[src/rtl/iob_dma_chan_sched.sv]
// Multi-channel stream scheduler: N_CH length-programmed channels are merged
// round-robin, one burst at a time, onto a single AXIS master tagged with the channel id.
module iob_dma_chan_sched #(
    parameter int N_CH      = 4,
    parameter int DATA_W    = 32,
    parameter int LEN_W     = 16,
    parameter int BURST_LEN = 16,
    parameter int CH_W      = (N_CH > 1) ? $clog2(N_CH) : 1
) (
    input  logic                     clk_i,
    input  logic                     arst_i,
    input  logic                     cke_i,
    input  logic                     cfg_valid_i,
    output logic                     cfg_ready_o,
    input  logic [CH_W-1:0]          cfg_ch_i,
    input  logic [LEN_W-1:0]         cfg_len_i,
    input  logic [N_CH-1:0]          abort_i,
    input  logic [N_CH-1:0]          irq_clr_i,
    input  logic [N_CH*DATA_W-1:0]   s_tdata_i,
    input  logic [N_CH-1:0]          s_tvalid_i,
    output logic [N_CH-1:0]          s_tready_o,
    output logic [DATA_W-1:0]        m_tdata_o,
    output logic                     m_tvalid_o,
    input  logic                     m_tready_i,
    output logic                     m_tlast_o,
    output logic [CH_W-1:0]          m_tch_o,
    output logic [N_CH-1:0]          busy_o,
    output logic [N_CH-1:0]          done_o,
    output logic                     irq_o
);

    typedef enum logic {ST_ARB, ST_BURST} state_t;

    localparam logic [LEN_W-1:0] BL = LEN_W'(BURST_LEN);

    state_t                      state_q, state_d;
    logic [N_CH-1:0][LEN_W-1:0]  rem_q, rem_d;
    logic [N_CH-1:0]             flag_q, flag_d;
    logic [N_CH-1:0]             done_q, done_d;
    logic [CH_W-1:0]             grant_q, grant_d;
    logic [CH_W-1:0]             last_q, last_d;
    logic [LEN_W-1:0]            blen_q, blen_d;
    logic [LEN_W-1:0]            beat_q, beat_d;
    logic                        pend_q, pend_d;

    logic                        cfg_acc, hs, last_beat, found;

    always_comb begin
        cfg_ready_o = 1'b1;
        for (int c = 0; c < N_CH; c++) begin
            busy_o[c] = |rem_q[c];
            if (cfg_ch_i == CH_W'(c)) cfg_ready_o = ~(|rem_q[c]);
        end
    end

    // Zero-latency mux of the granted channel; idle or frozen means no handshakes at all.
    always_comb begin
        m_tdata_o  = '0;
        m_tvalid_o = 1'b0;
        s_tready_o = '0;
        m_tch_o    = '0;
        m_tlast_o  = 1'b0;
        if (state_q == ST_BURST) begin
            m_tch_o   = grant_q;
            m_tlast_o = (beat_q == blen_q - LEN_W'(1));
            for (int c = 0; c < N_CH; c++) begin
                if (grant_q == CH_W'(c)) begin
                    m_tdata_o = s_tdata_i[c*DATA_W +: DATA_W];
                    if (cke_i) begin
                        m_tvalid_o    = s_tvalid_i[c];
                        s_tready_o[c] = m_tready_i;
                    end
                end
            end
        end
    end

    assign cfg_acc   = cfg_valid_i & cfg_ready_o;
    assign hs        = m_tvalid_o & m_tready_i;
    assign last_beat = hs & m_tlast_o;

    always_comb begin
        state_d = state_q;
        rem_d   = rem_q;
        grant_d = grant_q;
        last_d  = last_q;
        blen_d  = blen_q;
        beat_d  = beat_q;
        pend_d  = pend_q;
        done_d  = '0;
        found   = 1'b0;

        for (int c = 0; c < N_CH; c++) begin
            if (cfg_acc && cfg_ch_i == CH_W'(c) && !abort_i[c]) begin
                rem_d[c]  = cfg_len_i;
                done_d[c] = (cfg_len_i == '0);
            end
            // The granted channel's abort waits for the end of its announced burst.
            if (abort_i[c] && !(state_q == ST_BURST && grant_q == CH_W'(c)))
                rem_d[c] = '0;
        end

        case (state_q)
            ST_ARB: begin
                for (int c = 0; c < N_CH; c++) begin
                    if (!found && CH_W'(c) > last_q && rem_q[c] != '0 && !abort_i[c]) begin
                        found   = 1'b1;
                        grant_d = CH_W'(c);
                        blen_d  = (rem_q[c] < BL) ? rem_q[c] : BL;
                    end
                end
                for (int c = 0; c < N_CH; c++) begin
                    if (!found && CH_W'(c) <= last_q && rem_q[c] != '0 && !abort_i[c]) begin
                        found   = 1'b1;
                        grant_d = CH_W'(c);
                        blen_d  = (rem_q[c] < BL) ? rem_q[c] : BL;
                    end
                end
                if (found) begin
                    state_d = ST_BURST;
                    beat_d  = '0;
                    pend_d  = 1'b0;
                end
            end
            ST_BURST: begin
                for (int c = 0; c < N_CH; c++) begin
                    if (grant_q == CH_W'(c)) begin
                        pend_d = pend_q | abort_i[c];
                        if (hs) begin
                            beat_d   = beat_q + LEN_W'(1);
                            rem_d[c] = rem_q[c] - LEN_W'(1);
                            if (last_beat) begin
                                state_d = ST_ARB;
                                last_d  = grant_q;
                                if (pend_q || abort_i[c])
                                    rem_d[c] = '0;
                                else if (rem_q[c] == LEN_W'(1))
                                    done_d[c] = 1'b1;
                            end
                        end
                    end
                end
            end
            default: state_d = ST_ARB;
        endcase

        flag_d = (flag_q & ~irq_clr_i) | done_d;
    end

    always_ff @(posedge clk_i or posedge arst_i) begin
        if (arst_i) begin
            state_q <= ST_ARB;
            rem_q   <= '0;
            flag_q  <= '0;
            done_q  <= '0;
            grant_q <= '0;
            last_q  <= CH_W'(N_CH - 1);
            blen_q  <= '0;
            beat_q  <= '0;
            pend_q  <= 1'b0;
        end else if (cke_i) begin
            state_q <= state_d;
            rem_q   <= rem_d;
            flag_q  <= flag_d;
            done_q  <= done_d;
            grant_q <= grant_d;
            last_q  <= last_d;
            blen_q  <= blen_d;
            beat_q  <= beat_d;
            pend_q  <= pend_d;
        end
    end

    assign done_o = done_q;
    assign irq_o  = |flag_q;

endmodule

[config.mk]
export PLATFORM = sky130hd
export DESIGN_NAME = iob_dma_chan_sched
export DESIGN_NICKNAME = d
export VERILOG_FILES = /design/src/rtl/iob_dma_chan_sched.sv
export SDC_FILE = /design/constraint.sdc
export NUM_CORES = 1
export LEC_CHECK = 0
export CAP_MARGIN = 20
export CORE_MARGIN = 2
export CORE_UTILIZATION = 49
export CTS_CLUSTER_DIAMETER = 50
export DETAILED_ROUTE_END_ITERATION = 16
export GPL_ROUTABILITY_DRIVEN = 0
export HOLD_SLACK_MARGIN = 0.15
export PLACE_DENSITY = 0.79
export SLEW_MARGIN = 0
export SYNTH_ARGS = -nofsm -noshare
export SYNTH_HDL_FRONTEND = slang
export SYNTH_SLANG_ARGS = --single-unit
[constraint.sdc]
create_clock -name clk_i -period 10.79 [get_ports clk_i]
set_input_delay 2.158 -clock clk_i [delete_from_list [all_inputs] [get_ports clk_i]]
set_output_delay 2.158 -clock clk_i [all_outputs]
set_load 0.01 [all_outputs]
==> results.ini, run 1 <==
[global_routing]
first_global_vias = 8454
antenna_found_initial = 1
grtUsageTotal_pct = 32.70
grt_first_pass_wirelength_mm = 47.13
grt_overflow = 0
grt_max_degree = 67

[critical_path]
ff2ff_path_depth = 10
rr_endpoint = rem_q[18]
worstPathRequired_ns = 8.63
worstPathArrival_ns = 4.24
crit_path_end_kind = output pin
crit_path_cell_trace = buf_2 -> buf_4 -> nand3_1 -> nor3_1 -> clkdlybuf4s50_1
cp_slowest_cell = clkdlybuf4s50_1
cp-start-kind = input port
r2r_slack_ns = 6.90
cp_max_fo = 66
cp_slowest_stage_delay_ns = 0.59
worstReg2RegStart = blen_q[0]
critPathKind = in2out

[route]
ant_nets = 0
drt_iter0_markers = 1119
dr.pass1.iters = 5
vias = 9226
routed_wl_mm = 30.97
routedWlPerCell_um = 22.01
drc_errors = 0
via_per_inst = 6.557

[logic_synthesis]
netlist_area_sq_um = 8682
ys.flop_type = dfrtp_1
synthCells = 996
synth_cell_types = 80
async_flop_share_pct = 100.0
ys_ff_latch = 110
ys_warn_count = 0
ys_seq_area_share_pct = 31.73
synth.avg_cell_area_sq_um = 8.717
synth-edff-count = 0
syn_nets = 1169

[timing]
whs_ns = 0.4719
post-route-min-period_ns = 6.393
worst_pin_slew_ns = 0.9178
setup_ws_ns = 4.397
finClkSkew_ns = 0.01012
clock.fmax_ghz = 0.1564
rsz0062_at_grt = false
period_share_pct = 59.25
slew_headroom_pct = 38.81
finalSetupViolCount = 0
fin_tns_setup_ns = 0
maxSlewViolCount = 0
final-hold-violation-count = 0

[hold_path]
holdPathEnd = flag_q[3]
hold_path_class = reg2reg
worstHoldStart = flag_q[3]
worst_hold_path.num_cells = 2

[pwr]
p_per_area_nw_per_um2 = 270.7
leakage_nw = 4.536
vdd_ir_drop_max_uv = 183.0

[clock_network]
post_cts_buffers = 0
cts_max_level = 3
clock_path_buffers = 2
cts_sinks = 110
numCtsBuffers = 9
cts-root-buf = clkbuf_16
clkLatencyLatePin_ns = 0.36
ctsResizeCount = 0
cts_tree = built
ctsHoldBuffers = 0
clk_pin_slew_worst_paths_ns = 0.08

[die]
fp.dieArea_sq_um = 18800
core_area_sq_um = 17300
initial_core_util_pct = 50.20
die_h_um = 137.1
row_count = 48
die_w_um = 137.1
ioPinCount = 213

[placement]
dp_cells = 1389
io_buffer_count = 212
place_hpwl_mm = 22.56
place_ws_ns = 4.406

[final_layout]
multiInputGateArea_sq_um = 5599
fillCellCount = 1456
seqCellArea_sq_um = 2758
instances_no_fill = 1407
final_util_pct = 64.90
nets = 1349
synthToLayoutAreaGrowth_pct = 29.30
drive_above_1_share_pct = 8.383

[flow_run]
cap_violations = 0

[outcome]
outcome = complete, no violations

-- state kept, by name, indices dropped and copies added, names as in the netlist --
signal,flops
blen_q,16
last_q,2
beat_q,16
state_q,1
flag_q,4
done_o,4
rem_q,64
pend_q,1
grant_q,2
-- layout make-up --
type / instances / area share (%)
Antenna cell: 1 / 0.02229
Clock buffer: 10 / 2.129
Clock inverter: 6 / 0.4124
Inverter: 32 / 1.092
Multi-Input combinational cell: 803 / 49.88
Sequential cell: 110 / 24.57
Tap cell: 225 / 2.508
Timing Repair Buffer: 220 / 19.39
-- power by group --
group          internal [mW]  leakage, nW  switching [mW]
combinational          0.907         2.92            1.09
sequential             0.514         1.48           0.201
clock                  0.165        0.135           0.165
total                   1.58         4.54            1.45
-- stage by stage --
stage | total power [mW] | instance area (sq um)
after floorplan | 1.979 | 8682
after global placement | 2.623 | 10930
after detailed placement | 2.651 | 10930
after CTS | 2.991 | 11220
after global routing | 3.246 | 11230
final | 3.039 | 11230
-- routing by layer --
layer / track usage, % / up-vias / wire, um
met5: 0 / - / 0
met4: 15.46 / 0 / 1464
met3: 9.074 / 119 / 3440
met2: 51.02 / 558 / 14280
met1: 42.03 / 4389 / 11780
li1: - / 4160 / -
-- synthesized netlist by cell type, drive strengths merged, types with 8 or more instances --
cell type | instances | area (sq um)
a21oi | 36 | 180.2
a22oi | 33 | 247.7
a31oi | 14 | 87.58
a32oi | 10 | 87.58
and2 | 53 | 331.6
and3 | 19 | 118.9
buf | 16 | 75.07
clkbuf | 35 | 132.6
dfrtp | 108 | 2703
ha | 10 | 125.1
inv | 31 | 116.4
mux2i | 9 | 90.09
mux4 | 34 | 765.7
nand2 | 101 | 384.1
nand2b | 15 | 93.84
nand3 | 45 | 225.2
nand4 | 17 | 106.4
nor2 | 70 | 262.8
nor3 | 41 | 220.2
nor3b | 14 | 110.1
nor4 | 23 | 156.4
o211ai | 10 | 75.07
o21a | 8 | 60.06
o21ai | 71 | 355.3
o31ai | 12 | 131.4
or3 | 14 | 87.58
or4 | 10 | 82.58
xnor2 | 10 | 87.58
xor2 | 11 | 96.34
-- kinds of logic (layout without fill, tap and decap cells) --
logic type / after synthesis / count (layout) / share of synthesized area, %
and+or+nand+nor: 448 / 448 / 27.37
AOI/OAI and AO/OA: 275 / 275 / 22.93
DFF: 110 / 110 / 31.73
buffers and inverters: 83 / 268 / 3.776
muxes: 49 / 49 / 10.64
xor gates and xnor gates: 21 / 21 / 2.118
adders and majority gates: 10 / 10 / 1.441
other: 0 / 1 / 0
-- placed cells by master, fill, tap and decap left out, types with 6 or more instances in the layout --
| cell type | instances |
|---|---|
| nand4_1 | 17 |
| and2_1 | 53 |
| nor2_1 | 70 |
| xor2_1 | 11 |
| mux2i_1 | 9 |
| inv_1 | 30 |
| nand2_1 | 99 |
| dfrtp_1 | 106 |
| a31oi_1 | 14 |
| mux2_2 | 6 |
| a21oi_1 | 36 |
| clkdlybuf4s50_1 | 211 |
| or4_1 | 8 |
| nor3b_1 | 13 |
| ha_1 | 10 |
| a22oi_1 | 33 |
| and3_1 | 19 |
| a221o_1 | 6 |
| o31ai_1 | 9 |
| nor4_1 | 21 |
| buf_4 | 8 |
| nand2b_1 | 15 |
| o21ai_0 | 68 |
| a32oi_1 | 10 |
| mux4_2 | 34 |
| or3_1 | 14 |
| or2_2 | 6 |
| o211ai_1 | 10 |
| nor3_1 | 38 |
| o21a_1 | 8 |
| clkbuf_16 | 9 |
| xnor2_1 | 10 |
| nor2b_1 | 6 |
| a21o_1 | 7 |
| nand3_1 | 45 |
| a211oi_1 | 7 |
-- worst max-delay path: cells and delay by family --
kind                   cells  cell delay [ns]
and+or+nand+nor            2             0.82
buffers and inverters      3             1.23
-- worst max path at each step --
stage | from | endpoint | slack, ns | cells after the start
after floorplan | cke_i | s_tready_o[1] | 5.26 | 6
after detailed placement | cke_i | s_tready_o[3] | 4.41 | 5
after global placement | cke_i | s_tready_o[2] | 4.42 | 5
after global routing | cke_i | s_tready_o[3] | 4.26 | 5
after CTS | cke_i | s_tready_o[2] | 4.38 | 5
final | cke_i | s_tready_o[2] | 4.40 | 5
Note: power is estimated with default switching activity, not from simulation.
==> inputs of run 2 (changes only) <==
--- a/config.mk
+++ b/config.mk
@@ -7,12 +7,12 @@
 export LEC_CHECK = 0
 export CAP_MARGIN = 20
 export CORE_MARGIN = 2
-export CORE_UTILIZATION = 49
+export CORE_UTILIZATION = 46
 export CTS_CLUSTER_DIAMETER = 50
 export DETAILED_ROUTE_END_ITERATION = 16
 export GPL_ROUTABILITY_DRIVEN = 0
 export HOLD_SLACK_MARGIN = 0.15
-export PLACE_DENSITY = 0.79
+export PLACE_DENSITY = 0.78
 export SLEW_MARGIN = 0
 export SYNTH_ARGS = -nofsm -noshare
 export SYNTH_HDL_FRONTEND = slang
==> constraint.sdc (replaced) <==
create_clock -name clk_i -period 5.7 [get_ports clk_i]
set_input_delay 1.14 -clock clk_i [delete_from_list [all_inputs] [get_ports clk_i]]
set_output_delay 1.14 -clock clk_i [all_outputs]
set_load 0.01 [all_outputs]
==> results.ini, run 2 (synthesized netlist as in run 1, its figures left out) <==
[pwr]
p_per_area_nw_per_um2 = 510.9  ; +89%
swShare_pct = 47.87  ; about the same
comb_power_share_pct = 66.4  ; +0.8 points
leakage_nw = 4.543  ; +0.17%
p_seq_share_pct = 22.8  ; -0.7 points
power.clock.fraction_pct = 10.8  ; about the same
vdd_ir_drop_max_uv = 369.2  ; +100%
p_int_mw = 3.002  ; +89%
p_sw_mw = 2.756  ; +90%

[route]
ant_nets = 0  ; unchanged
dr.pass1.iters = 5  ; unchanged
routed_wl_mm = 30.84  ; -0.44%
vias = 9276  ; +0.54%
drc_errors = 0  ; unchanged
routedWlPerCell_um = 21.75  ; -1.2%
via_per_inst = 6.542  ; -0.24%
drt_iter0_markers = 908  ; -19%

[die]
row_count = 50  ; +4.2%
initial_core_util_pct = 46.57  ; -3.6 points
core_area_sq_um = 18640  ; +7.8%
die_w_um = 141.4  ; +3.1%
ioPinCount = 213  ; unchanged
die_h_um = 141.4  ; +3.1%
fp.dieArea_sq_um = 19990  ; +6.3%

[timing]
fin_tns_setup_ns = 0  ; unchanged
final-hold-violation-count = 0  ; unchanged
post-route-min-period_ns = 4.707
period_share_pct = 82.58
rsz0062_at_grt = false
slew_headroom_pct = 29.97  ; -8.8 points
clock.fmax_ghz = 0.2124
whs_ns = 0.4668  ; -0.005163 ns
maxSlewViolCount = 0  ; unchanged
finClkSkew_ns = 0.01478  ; +0.004651 ns
worst_pin_slew_ns = 1.050  ; +0.1326 ns
finalSetupViolCount = 0  ; unchanged

[final_layout]
final_util_pct = 60.46  ; -4.4 points
nets = 1351  ; +0.15%
reg.largest.list = rem_q (64), beat_q (16), blen_q (16)
layout.cells.most_common_list = clkdlybuf4s50_1 (211), dfrtp_1 (107), nand2_1 (99)
regMostFlops = rem_q
fin_area_sq_um = 11270  ; +0.40%
layout_commonest_cell = clkdlybuf4s50_1
drive_above_1_share_pct = 8.453  ; +0.070 points
largest_register_ff_count = 64  ; unchanged
fillCellCount = 1629  ; +12%
synthToLayoutAreaGrowth_pct = 29.82
multiInputGateArea_sq_um = 5599  ; unchanged
seqCellArea_sq_um = 2756  ; about the same

[critical_path]
cp-start-kind = register
worstReg2RegStart = blen_q[0]
r2r_slack_ns = 1.91  ; -4.99 ns
endpoint = m_tlast_o
crit_path_end_kind = output pin
rr_endpoint = rem_q[29]
worstPathRequired_ns = 4.56  ; -4.07 ns
cp_max_fo = 7  ; -89%
worstPathArrival_ns = 3.57  ; -0.67 ns
critPathKind = reg2out
startpoint = blen_q[0]
ff2ff_path_depth = 10  ; unchanged

[global_routing]
grtUsageTotal_pct = 30.06  ; -2.6 points
top_usage_layer = met2
grt_max_degree = 83  ; +24%
grt_overflow = 0  ; unchanged
met3_usage_pct = 9.450  ; +0.38 points
grt_use_met2_pct = 47.83  ; -3.2 points
antenna_found_initial = 2  ; +1
first_global_vias = 8635  ; +2.1%
grt_first_pass_wirelength_mm = 46.92  ; -0.45%
grt_use_met1_pct = 38.32  ; -3.7 points

[clock_network]
cts_max_level = 3  ; unchanged
clkLatencyLatePin_ns = 0.37  ; about the same
cts_tree = built
ctsResizeCount = 0  ; unchanged
ctsHoldBuffers = 0  ; unchanged
clk_pin_slew_worst_paths_ns = 0.07  ; about the same
cts-root-buf = clkbuf_16
numCtsBuffers = 9  ; unchanged
clock_path_buffers = 2  ; unchanged
post_cts_buffers = 0  ; unchanged
cts_sinks = 110  ; unchanged

[placement]
io_buffer_count = 212  ; unchanged
placed_area_sq_um = 10950  ; +0.16%
place_hpwl_mm = 22.66  ; +0.49%

[outcome]
outcome = complete, no violations

[flow_run]
cap_violations = 0  ; unchanged

[hold_path]
hold_path_class = reg2reg

-- run 2: changes by cell type in the layout (fill, tap and decap cells not counted) --
cell / change
clkinvlp_4: +3
dfrtp_1: +1
buf_16: +1
clkinv_2: -1
clkinv_4: -2
clkbuf_4: +1
dfrtp_2: -1
-- run 2: how the worst min path moves through the flow --
stage,cells past startpoint,slack (ns),start,endpoint
after floorplan,2,0.43,flag_q[3],flag_q[3]
after global placement,2,0.45,flag_q[3],flag_q[3]
after detailed placement,2,0.45,flag_q[3],flag_q[3]
after CTS,2,0.47,flag_q[3],flag_q[3]
after global routing,2,0.51,flag_q[0],flag_q[0]
final,2,0.47,flag_q[3],flag_q[3]
-- run 2: area by class of cell --
type                            instances  share of cell area [%]
Antenna cell                            1                 0.02220
Clock buffer                           10                   2.120
Sequential cell                       110                   24.46
Timing Repair Buffer                  222                   19.63
Inverter                               32                   1.088
Multi-Input combinational cell        803                   49.68
Clock inverter                          6                  0.4107
Tap cell                              234                   2.598
-- run 2: metrics by stage --
| step | worst slack (ns) | total power, mW | std cells |
|---|---|---|---|
| after floorplan | 1.661 | 3.746 | 996 |
| after global placement | 1.300 | 4.958 | 1399 |
| after detailed placement | 1.218 | 5.015 | 1399 |
| after CTS | 0.8072 | 5.664 | 1415 |
| after global routing | 0.6914 | 6.111 | 1418 |
| final | 0.9929 | 5.758 | 1418 |
-- run 2: power groups by stage --
stage               registers (mW)  logic [mW]  clock network, mW
global route                  1.35        4.10              0.659
CTS                           1.30        3.74              0.627
finish                        1.31        3.83              0.620
floorplan                     1.16        2.59                  0
global placement              1.30        3.65                  0
detailed placement            1.31        3.70                  0
-- run 2: worst max-delay path: stages (launching register included) --
cell,delay (ns)
dfrtp_1,0.44
inv_1,0.12
ha_1,0.26
nor2b_1,0.41
nand4_1,0.25
or4_1,0.55
o211ai_1,0.18
nand2_2,0.23
nor2_1,0.21
clkdlybuf4s50_1,0.58
-- run 2: per-layer routing --
metal | up-vias | wire, um
met5 | - | 0
met1 | 4407 | 11680
met4 | 0 | 1144
met3 | 92 | 3742
met2 | 614 | 14270
li1 | 4163 | -
==> inputs of run 3 (changes only) <==
--- a/config.mk
+++ b/config.mk
@@ -7,12 +7,12 @@
 export LEC_CHECK = 0
 export CAP_MARGIN = 20
 export CORE_MARGIN = 2
-export CORE_UTILIZATION = 46
+export CORE_UTILIZATION = 49
 export CTS_CLUSTER_DIAMETER = 50
 export DETAILED_ROUTE_END_ITERATION = 16
 export GPL_ROUTABILITY_DRIVEN = 0
 export HOLD_SLACK_MARGIN = 0.15
-export PLACE_DENSITY = 0.78
+export PLACE_DENSITY = 0.79
 export SLEW_MARGIN = 0
 export SYNTH_ARGS = -nofsm -noshare
 export SYNTH_HDL_FRONTEND = slang
==> constraint.sdc (replaced) <==
create_clock -name clk_i -period 4.8 [get_ports clk_i]
set_input_delay 0.96 -clock clk_i [delete_from_list [all_inputs] [get_ports clk_i]]
set_output_delay 0.96 -clock clk_i [all_outputs]
set_load 0.01 [all_outputs]
==> results.ini, run 3 (synthesized netlist as in run 1, its figures left out) <==
[global_routing]
grt_overflow = 0  ; unchanged
antenna_found_initial = 0  ; -2
first_global_vias = 8554  ; -0.94%
grtUsageTotal_pct = 32.48  ; +2.4 points
grt_max_degree = 76  ; -8.4%
grt_use_met2_pct = 51.35  ; +3.5 points
top_usage_layer = met2
met3_usage_pct = 8.630  ; -0.82 points
grt_use_met1_pct = 42.05  ; +3.7 points
grt_first_pass_wirelength_mm = 46.76  ; -0.34%

[die]
core_area_sq_um = 17300  ; -7.2%
initial_core_util_pct = 50.20  ; +3.6 points
die_w_um = 137.1  ; -3.0%
die_h_um = 137.1  ; -3.0%
ioPinCount = 213  ; unchanged
fp.dieArea_sq_um = 18800  ; -5.9%
row_count = 48  ; -4.0%

[timing]
fin_tns_setup_ns = 0  ; unchanged
maxSlewViolCount = 0  ; unchanged
final-hold-violation-count = 0  ; unchanged
rsz0062_at_grt = false
finalSetupViolCount = 0  ; unchanged
clock.fmax_ghz = 0.2268
post-route-min-period_ns = 4.410
worst_pin_slew_ns = 0.9684  ; -0.08197 ns
slew_headroom_pct = 35.44  ; +5.5 points
finClkSkew_ns = 0.007517  ; -0.007258 ns
period_share_pct = 91.87

[critical_path]
worstPathArrival_ns = 3.45  ; -0.12 ns
worstPathRequired_ns = 3.84  ; -0.72 ns
critPathKind = reg2out
cp_slowest_stage_delay_ns = 0.58  ; about the same
r2r_slack_ns = 1.11  ; -0.80 ns
cp_slowest_cell = clkdlybuf4s50_1
cp_max_fo = 7  ; unchanged
cp-start-kind = register
crit_path_end_kind = output pin
crit_path_cell_trace = inv_1 -> ha_1 -> nor2b_2 -> nand4_1 -> or4_1 -> o211ai_1 -> nand2_2 -> nor2_1 -> clkdlybuf4s50_1

[clock_network]
ctsHoldBuffers = 0  ; unchanged
clk_pin_slew_worst_paths_ns = 0.07  ; about the same
clkLatencyLatePin_ns = 0.37  ; about the same
numCtsBuffers = 9  ; unchanged
cts_sinks = 110  ; unchanged
post_cts_buffers = 0  ; unchanged
cts-root-buf = clkbuf_16
clock_path_buffers = 2  ; unchanged
cts_max_level = 3  ; unchanged
cts_tree = built

[final_layout]
antenna_cells = 0  ; -1
layout.cells.most_common_list = clkdlybuf4s50_1 (211), dfrtp_1 (106), nand2_1 (99)
largest_register_ff_count = 64  ; unchanged
drive_above_1_share_pct = 8.538  ; +0.085 points
reg.largest.list = rem_q (64), beat_q (16), blen_q (16)
final_util_pct = 65.12  ; +4.7 points
fillCellCount = 1510  ; -7.3%
nets = 1351  ; unchanged
layout_commonest_cell = clkdlybuf4s50_1
synthToLayoutAreaGrowth_pct = 29.73  ; about the same
regMostFlops = rem_q

[route]
routedWlPerCell_um = 22.10  ; +1.7%
via_per_inst = 6.592  ; +0.76%
dr.pass1.iters = 6  ; +1
vias = 9281  ; +0.054%
ant_nets = 0  ; unchanged
drt_iter0_markers = 1009  ; +11%
drc_errors = 0  ; unchanged
routed_wl_mm = 31.12  ; +0.93%

[pwr]
vdd_ir_drop_max_uv = 576.6  ; +56%
p_per_area_nw_per_um2 = 612.7  ; +20%
leakage_nw = 4.558  ; +0.32%

[hold_path]
hold_path_class = reg2reg

[placement]
io_buffer_count = 212  ; unchanged
place_hpwl_mm = 23.19  ; +2.3%

[outcome]
outcome = complete, no violations

[flow_run]
cap_violations = 0  ; unchanged

## run 3: final cells by class
class / instances / area (sq um) / area share [%]
clock inverters: 3 / 42.54 / 0.3777
multi-input cells: 803 / 5607 / 49.78
flip-flops and latches: 110 / 2758 / 24.48
clock buffers: 13 / 260.3 / 2.311
well taps: 225 / 281.5 / 2.499
repair buffers: 222 / 2192 / 19.46
inverters: 32 / 122.6 / 1.089
## run 3: metal layers
layer	vias up	wire length, um
li1	4158	-
met1	4380	11380
met2	641	14400
met3	102	3928
met4	0	1407
met5	-	0
## run 3: per-stage QoR
stage                     worst slack [ns]  instance area (sq um)  std cells  power, mW  hold WS [ns]
after floorplan                     0.9410                   8682        996      4.448        0.4295
after global placement              0.5826                  10950       1392      5.912        0.4554
after detailed placement            0.5165                  10950       1392      5.992        0.4559
after CTS                          0.08079                  11260       1408      6.798        0.4757
after global routing                0.1117                  11260       1408      7.337        0.5015
final                               0.3901                  11260       1408      6.901        0.4723
## run 3: worst paths after layout
path,cells after the start,end,startpoint
max in group asynchronous,3,rem_q[36],arst_i
min in group asynchronous,2,rem_q[56],arst_i
setup reg to reg,10,rem_q[18],blen_q[0]
hold / removal,2,flag_q[1],flag_q[1]
setup / recovery,9,m_tlast_o,blen_q[0]
hold reg to reg,2,flag_q[1],flag_q[1]
## run 3: what timing repair did
action	CTS	global route
endpoints found under the setup margin	0	1
resized for setup	0	2
endpoints found under the hold margin	0	0
## run 3: power by group
group / leakage [nW] / total (mW) / switching, mW / internal [mW]
logic: 2.93 / 4.47 / 2.43 / 2.04
registers: 1.48 / 1.64 / 0.485 / 1.15
clock network: 0.146 / 0.792 / 0.358 / 0.434
## run 3: worst max-delay path, delay by kind of cell, from the launching register on
family,cells,cell delay [ns]
flip-flops,1,0.43
AND/OR/NAND/NOR,5,1.53
buffers and inverters,2,0.70
AO/OA/AOI/OAI,1,0.17
adder cells (fa/ha/maj),1,0.26
